**src/rtl/dstack_seq_pkg.sv**
```systemverilog
// rtl/dstack_seq_pkg.sv - shared types and constants for the data stack sequencer
package dstack_seq_pkg;

  typedef enum logic [3:0] {
    NOP   = 4'd0,
    PUSH  = 4'd1,
    DUP   = 4'd2,
    DROP  = 4'd3,
    DROP2 = 4'd4,
    ADD   = 4'd5,
    COPY  = 4'd6,
    ROT   = 4'd7,
    PUSH2 = 4'd8,
    DROP3 = 4'd9
  } op_t;

  typedef enum logic [1:0] {
    IDLE   = 2'd0,
    PHASE2 = 2'd1,
    FAULT  = 2'd2
  } state_t;

  typedef enum logic [1:0] {
    FLT_NONE  = 2'b00,
    FLT_OVER  = 2'b01,
    FLT_UNDER = 2'b10,
    FLT_IDX   = 2'b11
  } fault_t;

  localparam logic [1:0] MV_NONE = 2'b00;
  localparam logic [1:0] MV_PUSH = 2'b01;
  localparam logic [1:0] MV_POP  = 2'b10;
  localparam logic [1:0] MV_POP2 = 2'b11;

endpackage

```
**src/rtl/dstack_seq_check.sv**
```systemverilog
// rtl/dstack_seq_check.sv - combinational legality check of one op against the depth shadow
module dstack_seq_check
  import dstack_seq_pkg::*;
#(
  parameter int DEPTH_MAG = 7,
  parameter int DEPTH     = 1 << DEPTH_MAG
) (
  input  logic [3:0]           op,
  input  logic [4:0]           idx,
  input  logic [DEPTH_MAG-1:0] depth,
  output logic                 ok,
  output fault_t               code
);

  // Wide enough for both the depth and the 5-bit index, plus headroom for DEPTH itself.
  localparam int CW = ((DEPTH_MAG > 5) ? DEPTH_MAG : 5) + 2;
  localparam logic [CW-1:0] LIM1 = CW'(DEPTH - 1);
  localparam logic [CW-1:0] LIM2 = CW'(DEPTH - 2);

  logic [CW-1:0] d;
  logic [CW-1:0] n;
  logic          bad_idx;

  assign d       = CW'(depth);
  assign n       = CW'(idx);
  // Element 0 is the top itself, so a rotate/copy index must reach into the stored part.
  assign bad_idx = (n == '0) || (n > d);

  // Classify the op; a bad index wins over any depth problem.
  always_comb begin
    code = FLT_NONE;
    case (op)
      PUSH, DUP:  if (d >= LIM1)      code = FLT_OVER;
      PUSH2:      if (d >= LIM2)      code = FLT_OVER;
      DROP, ADD:  if (d < CW'(1))     code = FLT_UNDER;
      DROP2:      if (d < CW'(2))     code = FLT_UNDER;
      DROP3:      if (d < CW'(3))     code = FLT_UNDER;
      COPY: begin
        if (bad_idx)                  code = FLT_IDX;
        else if (d >= LIM1)           code = FLT_OVER;
      end
      ROT:        if (bad_idx)        code = FLT_IDX;
      default:    code = FLT_NONE;
    endcase
  end

  assign ok = (code == FLT_NONE);

endmodule

```
**src/rtl/dstack_seq.sv**
```systemverilog
// rtl/dstack_seq.sv - command sequencer driving the core0 data stack controls
module dstack_seq
  import dstack_seq_pkg::*;
#(
  parameter int DEPTH_MAG = 7,
  parameter int DEPTH     = 1 << DEPTH_MAG,
  parameter int WIDTH     = 32
) (
  input  logic                 clk,
  input  logic                 reset,
  input  logic                 cmd_valid,
  output logic                 cmd_ready,
  input  logic [3:0]           cmd_op,
  input  logic [WIDTH-1:0]     cmd_imm,
  input  logic [WIDTH-1:0]     cmd_imm2,
  input  logic [4:0]           cmd_idx,
  output logic [1:0]           stk_movement,
  output logic [WIDTH-1:0]     stk_next_top,
  output logic                 stk_rotate,
  output logic [4:0]           stk_rot_addr,
  input  logic [WIDTH-1:0]     stk_top,
  input  logic [WIDTH-1:0]     stk_second,
  input  logic [WIDTH-1:0]     stk_third,
  input  logic [WIDTH-1:0]     stk_rot_val,
  output logic [DEPTH_MAG-1:0] depth,
  output logic                 fault,
  output logic [1:0]           fault_code,
  input  logic                 fault_ack
);

  state_t               state_q;
  logic [DEPTH_MAG-1:0] depth_q;
  logic [DEPTH_MAG-1:0] depth_nxt;
  logic [WIDTH-1:0]     imm2_q;
  logic                 ph_push_q;
  logic                 fault_q;
  fault_t               fault_code_q;
  logic                 chk_ok;
  fault_t               chk_code;
  logic                 go;

  dstack_seq_check #(
    .DEPTH_MAG (DEPTH_MAG),
    .DEPTH     (DEPTH)
  ) u_check (
    .op    (cmd_op),
    .idx   (cmd_idx),
    .depth (depth_q),
    .ok    (chk_ok),
    .code  (chk_code)
  );

  // Reset gates everything so an abandoned second step never reaches the stack.
  assign cmd_ready  = (state_q == IDLE) && !reset;
  assign go         = cmd_ready && cmd_valid && chk_ok;
  assign depth      = depth_q;
  assign fault      = fault_q;
  assign fault_code = fault_code_q;

  // Kept apart from next_top so the stack's rot_val lookup does not form a loop through one block.
  assign stk_rot_addr = (go && ((cmd_op == COPY) || (cmd_op == ROT))) ? cmd_idx : 5'd0;

  // Stack controls for the current step; holding stk_top is the idle behaviour.
  always_comb begin
    stk_movement = MV_NONE;
    stk_rotate   = 1'b0;
    stk_next_top = stk_top;
    if (go) begin
      case (cmd_op)
        PUSH, PUSH2: begin stk_movement = MV_PUSH; stk_next_top = cmd_imm; end
        DUP:         begin stk_movement = MV_PUSH; stk_next_top = stk_top; end
        DROP:        begin stk_movement = MV_POP;  stk_next_top = stk_second; end
        DROP2, DROP3: begin stk_movement = MV_POP2; stk_next_top = stk_third; end
        ADD:         begin stk_movement = MV_POP;  stk_next_top = stk_top + stk_second; end
        COPY:        begin stk_movement = MV_PUSH; stk_next_top = stk_rot_val; end
        ROT:         begin stk_rotate = 1'b1;      stk_next_top = stk_rot_val; end
        default:     stk_movement = MV_NONE;
      endcase
    end else if ((state_q == PHASE2) && !reset) begin
      if (ph_push_q) begin
        stk_movement = MV_PUSH;
        stk_next_top = imm2_q;
      end else begin
        stk_movement = MV_POP;
        stk_next_top = stk_second;
      end
    end
  end

  // Depth shadow follows exactly the movement presented to the stack.
  always_comb begin
    depth_nxt = depth_q;
    case (stk_movement)
      MV_PUSH: depth_nxt = depth_q + DEPTH_MAG'(1);
      MV_POP:  depth_nxt = depth_q - DEPTH_MAG'(1);
      MV_POP2: depth_nxt = depth_q - DEPTH_MAG'(2);
      default: depth_nxt = depth_q;
    endcase
  end

  // Sequencer FSM: accept, optional second step, or latch a fault until acknowledged.
  always_ff @(posedge clk) begin
    if (reset) begin
      state_q      <= IDLE;
      depth_q      <= '0;
      imm2_q       <= '0;
      ph_push_q    <= 1'b0;
      fault_q      <= 1'b0;
      fault_code_q <= FLT_NONE;
    end else begin
      depth_q <= depth_nxt;
      case (state_q)
        IDLE: begin
          if (cmd_valid) begin
            if (!chk_ok) begin
              fault_q      <= 1'b1;
              fault_code_q <= chk_code;
              state_q      <= FAULT;
            end else if (cmd_op == PUSH2) begin
              imm2_q    <= cmd_imm2;
              ph_push_q <= 1'b1;
              state_q   <= PHASE2;
            end else if (cmd_op == DROP3) begin
              ph_push_q <= 1'b0;
              state_q   <= PHASE2;
            end
          end
        end
        PHASE2: state_q <= IDLE;
        FAULT: begin
          if (fault_ack) begin
            fault_q      <= 1'b0;
            fault_code_q <= FLT_NONE;
            state_q      <= IDLE;
          end
        end
        default: state_q <= IDLE;
      endcase
    end
  end

endmodule
```
**config.mk**
```make
export PLATFORM = sky130hd
export DESIGN_NAME = dstack_seq
export DESIGN_NICKNAME = d
export VERILOG_FILES = /design/src/rtl/dstack_seq_pkg.sv /design/src/rtl/dstack_seq_check.sv /design/src/rtl/dstack_seq.sv
export SDC_FILE = /design/constraint.sdc
export NUM_CORES = 1
export LEC_CHECK = 0
export ABC_CLOCK_PERIOD_IN_PS = 6400
export BUFFER_PORTS_ARGS = -buffer_cell sky130_fd_sc_hd__buf_2
export CAP_MARGIN = 20
export CORE_MARGIN = 3
export CORE_UTILIZATION = 44
export CTS_BUF_LIST = sky130_fd_sc_hd__clkbuf_2
export DETAILED_ROUTE_END_ITERATION = 7
export HOLD_SLACK_MARGIN = 0.06
export PLACE_DENSITY = 0.83
export SYNTH_ARGS = -nofsm -noshare
export SYNTH_HDL_FRONTEND = slang
export SYNTH_SLANG_ARGS = --single-unit
```
**constraint.sdc**
```tcl
create_clock -name clk -period 6.4 [get_ports clk]
set_input_delay 0.32 -clock clk [delete_from_list [all_inputs] [get_ports clk]]
set_output_delay 0.32 -clock clk [all_outputs]
set_load 0.02 [all_outputs]
```
==> metrics.txt, run 1 <==
# TYPE chip_impl_metric gauge
chip_impl_metric{name="detail_route.first_pass.iterations",unit=""} 8
chip_impl_metric{name="maxCapViolations",unit=""} 0
chip_impl_metric{name="input_output_buffers",unit=""} 255
chip_impl_metric{name="power_density",unit="mW/mm^2"} 129
chip_impl_metric{name="slew_headroom",unit="%"} 29.4
chip_impl_info{name="cpMaxStageDelayCell",value="sky130_fd_sc_hd__dfxtp_1"} 1
chip_impl_metric{name="syn_area_per_cell",unit="sq um"} 7.28
chip_impl_metric{name="totalWireLength",unit="microns"} 23400
chip_impl_info{name="criticalPathCategory",value="flip-flop to output pin"} 1
chip_impl_metric{name="timing.critical_path.required",unit="ns"} 6.08
chip_impl_metric{name="die_height",unit="microns"} 120
chip_impl_metric{name="cts-htree-levels",unit=""} 2
chip_impl_metric{name="routed_via_count",unit=""} 7391
chip_impl_metric{name="reg2reg_slack",unit="ns"} 2.04
chip_impl_metric{name="design_power_total",unit="mW"} 0.965
chip_impl_info{name="cpLargestDelayFamily",value="compound AO/OA/AOI/OAI gates"} 1
chip_impl_metric{name="max-clock-path-buffers",unit=""} 2
chip_impl_metric{name="width_of_the_die",unit="microns"} 120
chip_impl_metric{name="core_area",unit="sq mm"} 0.0127
chip_impl_info{name="root_buffer",value="sky130_fd_sc_hd__clkbuf_2"} 1
chip_impl_metric{name="num_rows",unit=""} 41
chip_impl_metric{name="remaining_drc_errors",unit=""} 8
chip_impl_info{name="critical-path-top-cell-by-count",value="sky130_fd_sc_hd__o21ai_1"} 1
chip_impl_metric{name="path_buf_inv",unit=""} 3
chip_impl_metric{name="final_layout_size_suffix_gt1_share",unit="%"} 27.6
chip_impl_metric{name="min_period_over_period",unit="%"} 71.1
chip_impl_metric{name="synth.yosys.seq_area_share",unit="%"} 15.7
chip_impl_metric{name="dpl_cell_area",unit="sq mm"} 0.00710
chip_impl_metric{name="vias_per_cell",unit=""} 6.10
chip_impl_metric{name="areaGrowthSynthToFinish",unit="%"} 30.4
chip_impl_metric{name="netlist_area",unit="sq mm"} 0.00575
chip_impl_metric{name="postCtsSetupBuffers",unit=""} 0
chip_impl_metric{name="tritoncts.num_buffers",unit=""} 5
chip_impl_metric{name="globalplace.congestion",unit=""} 0.950
chip_impl_metric{name="layout.cell_area.non_filler",unit="sq mm"} 0.00749
chip_impl_info{name="hold_endpoint",value="fault_code[1]"} 1
chip_impl_info{name="yosys_most_used_dff",value="sky130_fd_sc_hd__dfxtp_1"} 1
chip_impl_metric{name="synth_nets",unit=""} 1041
chip_impl_info{name="r2r-end",value="depth[6]"} 1
chip_impl_metric{name="cp_slowest_stage_delay",unit="ns"} 0.64
chip_impl_metric{name="postSynth.asyncResetShare",unit="%"} 0
chip_impl_metric{name="yosysWarnings",unit=""} 0
chip_impl_metric{name="peakVddDrop",unit="mV"} 0.0920
chip_impl_info{name="timing.rr.start",value="depth[2]"} 1
chip_impl_metric{name="worst_setup_hold_path_clk_slew",unit="ns"} 0.28
chip_impl_metric{name="mapped_cells",unit=""} 789
chip_impl_info{name="failed_checks",value="design-rule violations"} 1
chip_impl_metric{name="start_util",unit="%"} 45.3
chip_impl_metric{name="ant_nets",unit=""} 0
chip_impl_metric{name="ff_latch_area",unit="sq um"} 902
chip_impl_info{name="crit_start",value="depth[2]"} 1
chip_impl_metric{name="post-route-worst-setup-slack",unit="ns"} 1.85
chip_impl_metric{name="numClockSinks",unit=""} 45
chip_impl_metric{name="finalHoldViolations",unit=""} 0
chip_impl_metric{name="critical_path_data_arrival_time",unit="ns"} 4.23
chip_impl_info{name="tritoncts",value="done"} 1
chip_impl_metric{name="p_leak",unit="nW"} 3.36
chip_impl_info{name="cp-start-kind",value="flip-flop"} 1
chip_impl_metric{name="number_of_global_route_vias_before_repair",unit=""} 6825
chip_impl_metric{name="detail_route.iter0.violations",unit=""} 834
chip_impl_metric{name="drt-wirelength-per-cell",unit="microns"} 19.3
chip_impl_info{name="cp_cell_sequence",value="inv_1 -> ha_1 -> and3_1 -> a311o_1 -> a31oi_1 -> o21ai_1 -> nand3_1 -> nor4_4 -> buf_4 -> a21boi_0 -> a221oi_1 -> o21ai_1 -> buf_2"} 1
chip_impl_metric{name="multiInputGateArea",unit="sq mm"} 0.00456
chip_impl_metric{name="fin_nets",unit=""} 1289
chip_impl_metric{name="finalSetupViolations",unit=""} 0
chip_impl_info{name="hold_path.class",value="primary input to flip-flop"} 1
chip_impl_metric{name="final.fill_count",unit=""} 1239
chip_impl_metric{name="transition_time_at_the_pin_with_the_least_slew_margin",unit="ns"} 1.06
chip_impl_metric{name="fin_setup_tns",unit="ns"} 0
chip_impl_metric{name="r2r_cells",unit=""} 18
chip_impl_info{name="cp-end-kind",value="output pin"} 1
chip_impl_metric{name="worst_hold_path.num_cells",unit=""} 4
chip_impl_metric{name="globalRoute.totalOverflow",unit=""} 0
chip_impl_metric{name="first_pass_grt_wire_length",unit="microns"} 35400
chip_impl_info{name="grt_setup_unrepaired",value="no"} 1
chip_impl_metric{name="post_synthesis_register_bit_count",unit=""} 45
chip_impl_metric{name="final_core_util",unit="%"} 59.1
chip_impl_metric{name="post_synth_num_cell_types",unit=""} 68
chip_impl_metric{name="max_freq",unit="MHz"} 220
chip_impl_metric{name="io-pin-count",unit=""} 256
chip_impl_info{name="hp-start",value="cmd_valid"} 1
chip_impl_metric{name="fin_crit",unit="ns"} 4.55
chip_impl_metric{name="largest_net_degree_at_the_start_of_global_routing",unit=""} 51
chip_impl_metric{name="place_hpwl",unit="microns"} 17200
chip_impl_metric{name="final-max-slew-violation-count",unit=""} 0
chip_impl_metric{name="critPathMaxFanout",unit=""} 20
chip_impl_metric{name="pre_cts_slack",unit="ns"} 2.12
chip_impl_metric{name="timing.clock.skew",unit="ns"} 0.0338
chip_impl_metric{name="antenna_found_initial",unit=""} 2
chip_impl_info{name="status",value="complete, but fails checks"} 1
chip_impl_metric{name="worstSkewPairLatency",unit="ns"} 0.51
chip_impl_metric{name="track_usage",unit="%"} 30.9
chip_impl_metric{name="die_area",unit="sq mm"} 0.0145
chip_impl_metric{name="synth-edff-count",unit=""} 0
-- cells in the final DEF, fill, tap and decap left out, types with 3 or more instances in the layout --
| cell type | synthesis | final |
|---|---|---|
| sky130_fd_sc_hd__a211oi_1 | 17 | 17 |
| sky130_fd_sc_hd__a21o_1 | 23 | 23 |
| sky130_fd_sc_hd__a21oi_1 | 71 | 70 |
| sky130_fd_sc_hd__a221o_1 | 4 | 4 |
| sky130_fd_sc_hd__a221oi_1 | 11 | 11 |
| sky130_fd_sc_hd__a222oi_1 | 30 | 30 |
| sky130_fd_sc_hd__a22oi_1 | 7 | 7 |
| sky130_fd_sc_hd__a31oi_1 | 7 | 7 |
| sky130_fd_sc_hd__and2_1 | 6 | 5 |
| sky130_fd_sc_hd__and3_1 | 13 | 13 |
| sky130_fd_sc_hd__buf_2 | 9 | 255 |
| sky130_fd_sc_hd__buf_4 | 3 | 10 |
| sky130_fd_sc_hd__clkbuf_2 | 1 | 6 |
| sky130_fd_sc_hd__dfxtp_1 | 45 | 44 |
| sky130_fd_sc_hd__dlygate4sd3_1 | 0 | 33 |
| sky130_fd_sc_hd__ha_1 | 46 | 46 |
| sky130_fd_sc_hd__inv_1 | 18 | 18 |
| sky130_fd_sc_hd__mux2i_1 | 59 | 59 |
| sky130_fd_sc_hd__nand2_1 | 87 | 87 |
| sky130_fd_sc_hd__nand2b_1 | 7 | 7 |
| sky130_fd_sc_hd__nand3_1 | 26 | 26 |
| sky130_fd_sc_hd__nand3b_1 | 3 | 3 |
| sky130_fd_sc_hd__nand4_1 | 6 | 6 |
| sky130_fd_sc_hd__nor2_1 | 78 | 78 |
| sky130_fd_sc_hd__nor2b_1 | 8 | 8 |
| sky130_fd_sc_hd__nor3_1 | 19 | 17 |
| sky130_fd_sc_hd__nor4_1 | 4 | 4 |
| sky130_fd_sc_hd__o2111ai_1 | 5 | 5 |
| sky130_fd_sc_hd__o211ai_1 | 4 | 4 |
| sky130_fd_sc_hd__o21a_1 | 5 | 5 |
| sky130_fd_sc_hd__o21ai_0 | 32 | 32 |
| sky130_fd_sc_hd__o21ai_1 | 12 | 12 |
| sky130_fd_sc_hd__o31ai_1 | 4 | 4 |
| sky130_fd_sc_hd__or3_1 | 4 | 4 |
| sky130_fd_sc_hd__xnor2_1 | 15 | 15 |
| sky130_fd_sc_hd__xor2_1 | 13 | 13 |
-- where the power goes --
group | total [mW] | switching [mW] | internal [mW] | leakage, nW
combinational | 0.491 | 0.281 | 0.211 | 2.95
sequential | 0.292 | 0.00551 | 0.287 | 0.364
clock | 0.182 | 0.115 | 0.0663 | 0.0406
total | 0.965 | 0.402 | 0.563 | 3.36
-- cells in the mapped netlist (15+ instances only) --
| library cell | n | area (sq um) |
|---|---|---|
| sky130_fd_sc_hd__inv_1 | 18 | 67.6 |
| sky130_fd_sc_hd__xnor2_1 | 15 | 131 |
| sky130_fd_sc_hd__a211oi_1 | 17 | 128 |
| sky130_fd_sc_hd__o21ai_0 | 32 | 160 |
| sky130_fd_sc_hd__dfxtp_1 | 45 | 901 |
| sky130_fd_sc_hd__a21o_1 | 23 | 173 |
| sky130_fd_sc_hd__a21oi_1 | 71 | 355 |
| sky130_fd_sc_hd__clkbuf_1 | 43 | 161 |
| sky130_fd_sc_hd__nor3_1 | 19 | 95.1 |
| sky130_fd_sc_hd__nand3_1 | 26 | 130 |
| sky130_fd_sc_hd__nand2_1 | 87 | 327 |
| sky130_fd_sc_hd__a222oi_1 | 30 | 300 |
| sky130_fd_sc_hd__mux2i_1 | 59 | 591 |
| sky130_fd_sc_hd__ha_1 | 46 | 576 |
| sky130_fd_sc_hd__nor2_1 | 78 | 293 |
-- stage by stage --
stage               cells  hold WS, ns
finish               1211        0.274
detailed placement   1169        0.459
CTS                  1210        0.244
global route         1211        0.335
floorplan             789        0.454
global placement     1169        0.455
-- tightest hold or removal path, cell delays in order --
cell                      delay (ns)
sky130_fd_sc_hd__buf_2          0.09
sky130_fd_sc_hd__and2_1         0.16
sky130_fd_sc_hd__a22oi_1        0.10
sky130_fd_sc_hd__nor2_1         0.08
-- worst max path at each step --
stage                  endpoint  depth (start not counted)
2_1_floorplan          depth[6]                         17
3_3_place_gp           depth[6]                         17
3_5_place_dp           depth[6]                         17
4_1_cts        stk_next_top[25]                         13
5_1_grt        stk_next_top[25]                         13
6_report       stk_next_top[25]                         13
-- repair_timing --
action / CTS / global route
hold buffers: 33 / 0
gates resized for setup: 0 / 0
endpoints found under the hold margin: 33 / 0
-- cell type report --
class                   instances  share of cell area, %
diodes                          1                 0.0334
clock buffers                   6                  0.401
clock inverters                 2                  0.451
inverters                      18                  0.902
multi-input cells             669                   60.9
flip-flops and latches         45                   12.0
well taps                     172                   2.87
repair buffers                298                   22.4
-- cells by family after synthesis --
kind of cell,synth area share (%)
DFF,15.7
buffers and inverters,5.31
adders and majority gates,10.4
xor gates and xnor gates,4.27
AOI/OAI and AO/OA,31.6
and+or+nand+nor,22.3
muxes,10.5
-- state kept, by name, summed over array words and instances (netlist names) --
signal,flops
state_q,2
imm2_q,32
depth,7
ph_push_q,1
fault,1
fault_code,2
-- per-layer routing --
metal	global-route usage (%)	share of wire (%)	vias up
li1	-	-	3485
met1	39.7	41	3405
met2	51.8	47	424
met3	4.12	8.6	75
met4	13.8	3.9	2
met5	0	0.047	-
No activity file was read; power rests on OpenSTA's default activity.
==> run 2: changes to the inputs <==
Settings changed: ABC_CLOCK_PERIOD_IN_PS 6400 to 4300.
Clock period 6.4 ns to 4.3 ns, I/O delays scaled along.
==> metrics.txt, run 2 (same netlist as run 1, synthesis figures left out) <==
# TYPE chip_impl_metric gauge
chip_impl_metric{name="detail_route.first_pass.iterations",unit=""} 8
chip_impl_metric{name="final_layout_size_suffix_gt1_share",unit="%"} 28.3
chip_impl_metric{name="r2r_cells",unit=""} 16
chip_impl_metric{name="critical_path_data_arrival_time",unit="ns"} 3.85
chip_impl_metric{name="antenna_found_initial",unit=""} 5
chip_impl_info{name="cp-start-kind",value="flip-flop"} 1
chip_impl_info{name="cp-end-kind",value="output pin"} 1
chip_impl_metric{name="worst_hold_path.num_cells",unit=""} 4
chip_impl_metric{name="drt-wirelength-per-cell",unit="microns"} 19.1
chip_impl_metric{name="input_output_buffers",unit=""} 255
chip_impl_metric{name="timing.clock.skew",unit="ns"} 0.0363
chip_impl_metric{name="core_area",unit="sq mm"} 0.0127
chip_impl_metric{name="largest_net_degree_at_the_start_of_global_routing",unit=""} 49
chip_impl_info{name="r2r-end",value="depth[6]"} 1
chip_impl_metric{name="peakVddDrop",unit="mV"} 0.112
chip_impl_metric{name="post_layout_nonfiller_instances",unit=""} 1220
chip_impl_metric{name="routed_via_count",unit=""} 7394
chip_impl_metric{name="cts-htree-levels",unit=""} 2
chip_impl_metric{name="areaGrowthSynthToFinish",unit="%"} 31.4
chip_impl_metric{name="maxCapViolations",unit=""} 0
chip_impl_metric{name="num_rows",unit=""} 41
chip_impl_metric{name="worstSkewPairLatency",unit="ns"} 0.50
chip_impl_metric{name="worst_setup_hold_path_clk_slew",unit="ns"} 0.23
chip_impl_info{name="criticalPathCategory",value="flip-flop to output pin"} 1
chip_impl_metric{name="final-max-slew-violation-count",unit=""} 0
chip_impl_metric{name="critPathMaxFanout",unit=""} 25
chip_impl_metric{name="track_usage",unit="%"} 30.7
chip_impl_metric{name="tritoncts.num_buffers",unit=""} 5
chip_impl_metric{name="vias_per_cell",unit=""} 6.06
chip_impl_metric{name="finalSetupViolations",unit=""} 0
chip_impl_metric{name="placed_cells",unit=""} 1177
chip_impl_info{name="timing.rr.start",value="depth[4]"} 1
chip_impl_metric{name="remaining_drc_errors",unit=""} 0
chip_impl_info{name="hold_path.class",value="primary input to flip-flop"} 1
chip_impl_info{name="status",value="completed"} 1
chip_impl_info{name="grt_setup_unrepaired",value="no"} 1
chip_impl_metric{name="finalHoldViolations",unit=""} 0
chip_impl_metric{name="max-clock-path-buffers",unit=""} 2
chip_impl_metric{name="numClockSinks",unit=""} 45
chip_impl_info{name="tritoncts",value="done"} 1
chip_impl_metric{name="width_of_the_die",unit="microns"} 120
chip_impl_metric{name="reg2reg_slack",unit="ns"} 0.36
chip_impl_metric{name="postCtsSetupBuffers",unit=""} 0
chip_impl_metric{name="fin_crit",unit="ns"} 4.06
chip_impl_metric{name="ff_latch_area",unit="sq um"} 905
chip_impl_metric{name="io-pin-count",unit=""} 256
chip_impl_info{name="hold_endpoint",value="fault_code[0]"} 1
chip_impl_metric{name="totalWireLength",unit="microns"} 23300
chip_impl_metric{name="globalplace.congestion",unit=""} 0.953
chip_impl_metric{name="multiInputGateArea",unit="sq mm"} 0.00456
chip_impl_metric{name="start_util",unit="%"} 45.3
chip_impl_metric{name="ant_nets",unit=""} 0
chip_impl_metric{name="p_leak",unit="nW"} 3.39
chip_impl_metric{name="fin_nets",unit=""} 1297
chip_impl_metric{name="power_density",unit="mW/mm^2"} 182
chip_impl_metric{name="first_pass_grt_wire_length",unit="microns"} 35600
chip_impl_info{name="highest_count_cells_in_the_layout_ignoring_fill_and_taps",value="sky130_fd_sc_hd__buf_2 (255), sky130_fd_sc_hd__nand2_1 (87), sky130_fd_sc_hd__nor2_1 (78)"} 1
chip_impl_metric{name="place_hpwl",unit="microns"} 17300
chip_impl_metric{name="largest_register_ff_count",unit=""} 32
chip_impl_metric{name="die_area",unit="sq mm"} 0.0145
chip_impl_metric{name="timing.critical_path.required",unit="ns"} 4.09
chip_impl_metric{name="globalRoute.totalOverflow",unit=""} 0
chip_impl_metric{name="detail_route.iter0.violations",unit=""} 809
chip_impl_metric{name="die_height",unit="microns"} 120
chip_impl_metric{name="transition_time_at_the_pin_with_the_least_slew_margin",unit="ns"} 0.769
chip_impl_metric{name="slew_headroom",unit="%"} 48.7
chip_impl_metric{name="number_of_global_route_vias_before_repair",unit=""} 7034
chip_impl_info{name="hp-start",value="cmd_valid"} 1
chip_impl_info{name="root_buffer",value="sky130_fd_sc_hd__clkbuf_2"} 1
chip_impl_metric{name="fin_setup_tns",unit="ns"} 0
chip_impl_info{name="register_with_the_most_flip_flops",value="imm2_q"} 1
chip_impl_metric{name="min_period_over_period",unit="%"} 94.5
chip_impl_info{name="final_common_cell",value="sky130_fd_sc_hd__buf_2"} 1
chip_impl_metric{name="max_freq",unit="MHz"} 246
chip_impl_metric{name="final.fill_count",unit=""} 1181
run 2: cell types whose count changed in the layout (fill, tap and decap cells not counted), sizes merged:
cell    delta
buf        +8
diode      +2
bufinv     -1
run 2: report_power, final:
part	total [mW]	leakage, nW	switching [mW]	internal [mW]
combinational	0.737	2.99	0.420	0.317
clock	0.198	0.0265	0.160	0.0376
sequential	0.435	0.365	0.00908	0.426
run 2: cell type report:
cell class / count / area share (%)
antenna: 3 / 0.0995
clock buffer: 6 / 0.398
clock inverter: 1 / 0.0497
inverter: 18 / 0.895
multi-input combinational: 669 / 60.4
sequential: 45 / 12.0
tap: 172 / 2.85
timing repair buffer: 306 / 23.3
run 2: per-layer routing:
layer	GRT usage (%)	up-vias	share of wire (%)
li1	-	3498	-
met2	51.8	432	48
met5	0	-	0.064
met4	14.0	4	3.9
met1	38.0	3388	40
met3	5.71	72	8.6
run 2: how the worst max path moves through the flow:
stage               startpoint                to  cells after the start
CTS                   depth[1]  stk_next_top[30]                     15
finish                depth[4]  stk_next_top[30]                     15
floorplan             depth[1]          depth[6]                     17
global placement      depth[1]          depth[6]                     16
global route          depth[4]  stk_next_top[30]                     15
detailed placement    depth[1]          depth[6]                     16
run 2: critical path, stage by stage, from the launching register on:
cell	delay, ns
sky130_fd_sc_hd__dfxtp_1	0.58
sky130_fd_sc_hd__inv_1	0.11
sky130_fd_sc_hd__ha_1	0.30
sky130_fd_sc_hd__and3_1	0.20
sky130_fd_sc_hd__o21ai_0	0.09
sky130_fd_sc_hd__a31oi_1	0.12
sky130_fd_sc_hd__o21ai_1	0.21
sky130_fd_sc_hd__nand3_1	0.13
sky130_fd_sc_hd__buf_4	0.18
sky130_fd_sc_hd__nor4_4	0.40
sky130_fd_sc_hd__buf_6	0.29
sky130_fd_sc_hd__buf_4	0.21
sky130_fd_sc_hd__nand3_1	0.12
sky130_fd_sc_hd__a21oi_1	0.16
sky130_fd_sc_hd__a211oi_1	0.07
sky130_fd_sc_hd__buf_2	0.19
run 2: repair_timing:
item                                   in CTS  in global routing
setup endpoints to repair                   0                 12
endpoints found under the hold margin      33                  0
gates resized for setup                     0                  3
hold buffers                               33                  0
run 2: per-stage QoR:
step                      hold slack (ns)  cell area [sq um]  power [mW]  util [%]  worst slack (ns)
after floorplan                     0.362               5750       0.883         -            0.0993
after detailed placement            0.457               7170        1.14      56.6             0.352
after global routing                0.169               7550        1.46      59.6           0.00693
after global placement              0.448               7170        1.13      56.6             0.524
after CTS                           0.135               7530        1.36      59.5            0.0761
final                               0.175               7550        1.37      59.6             0.238
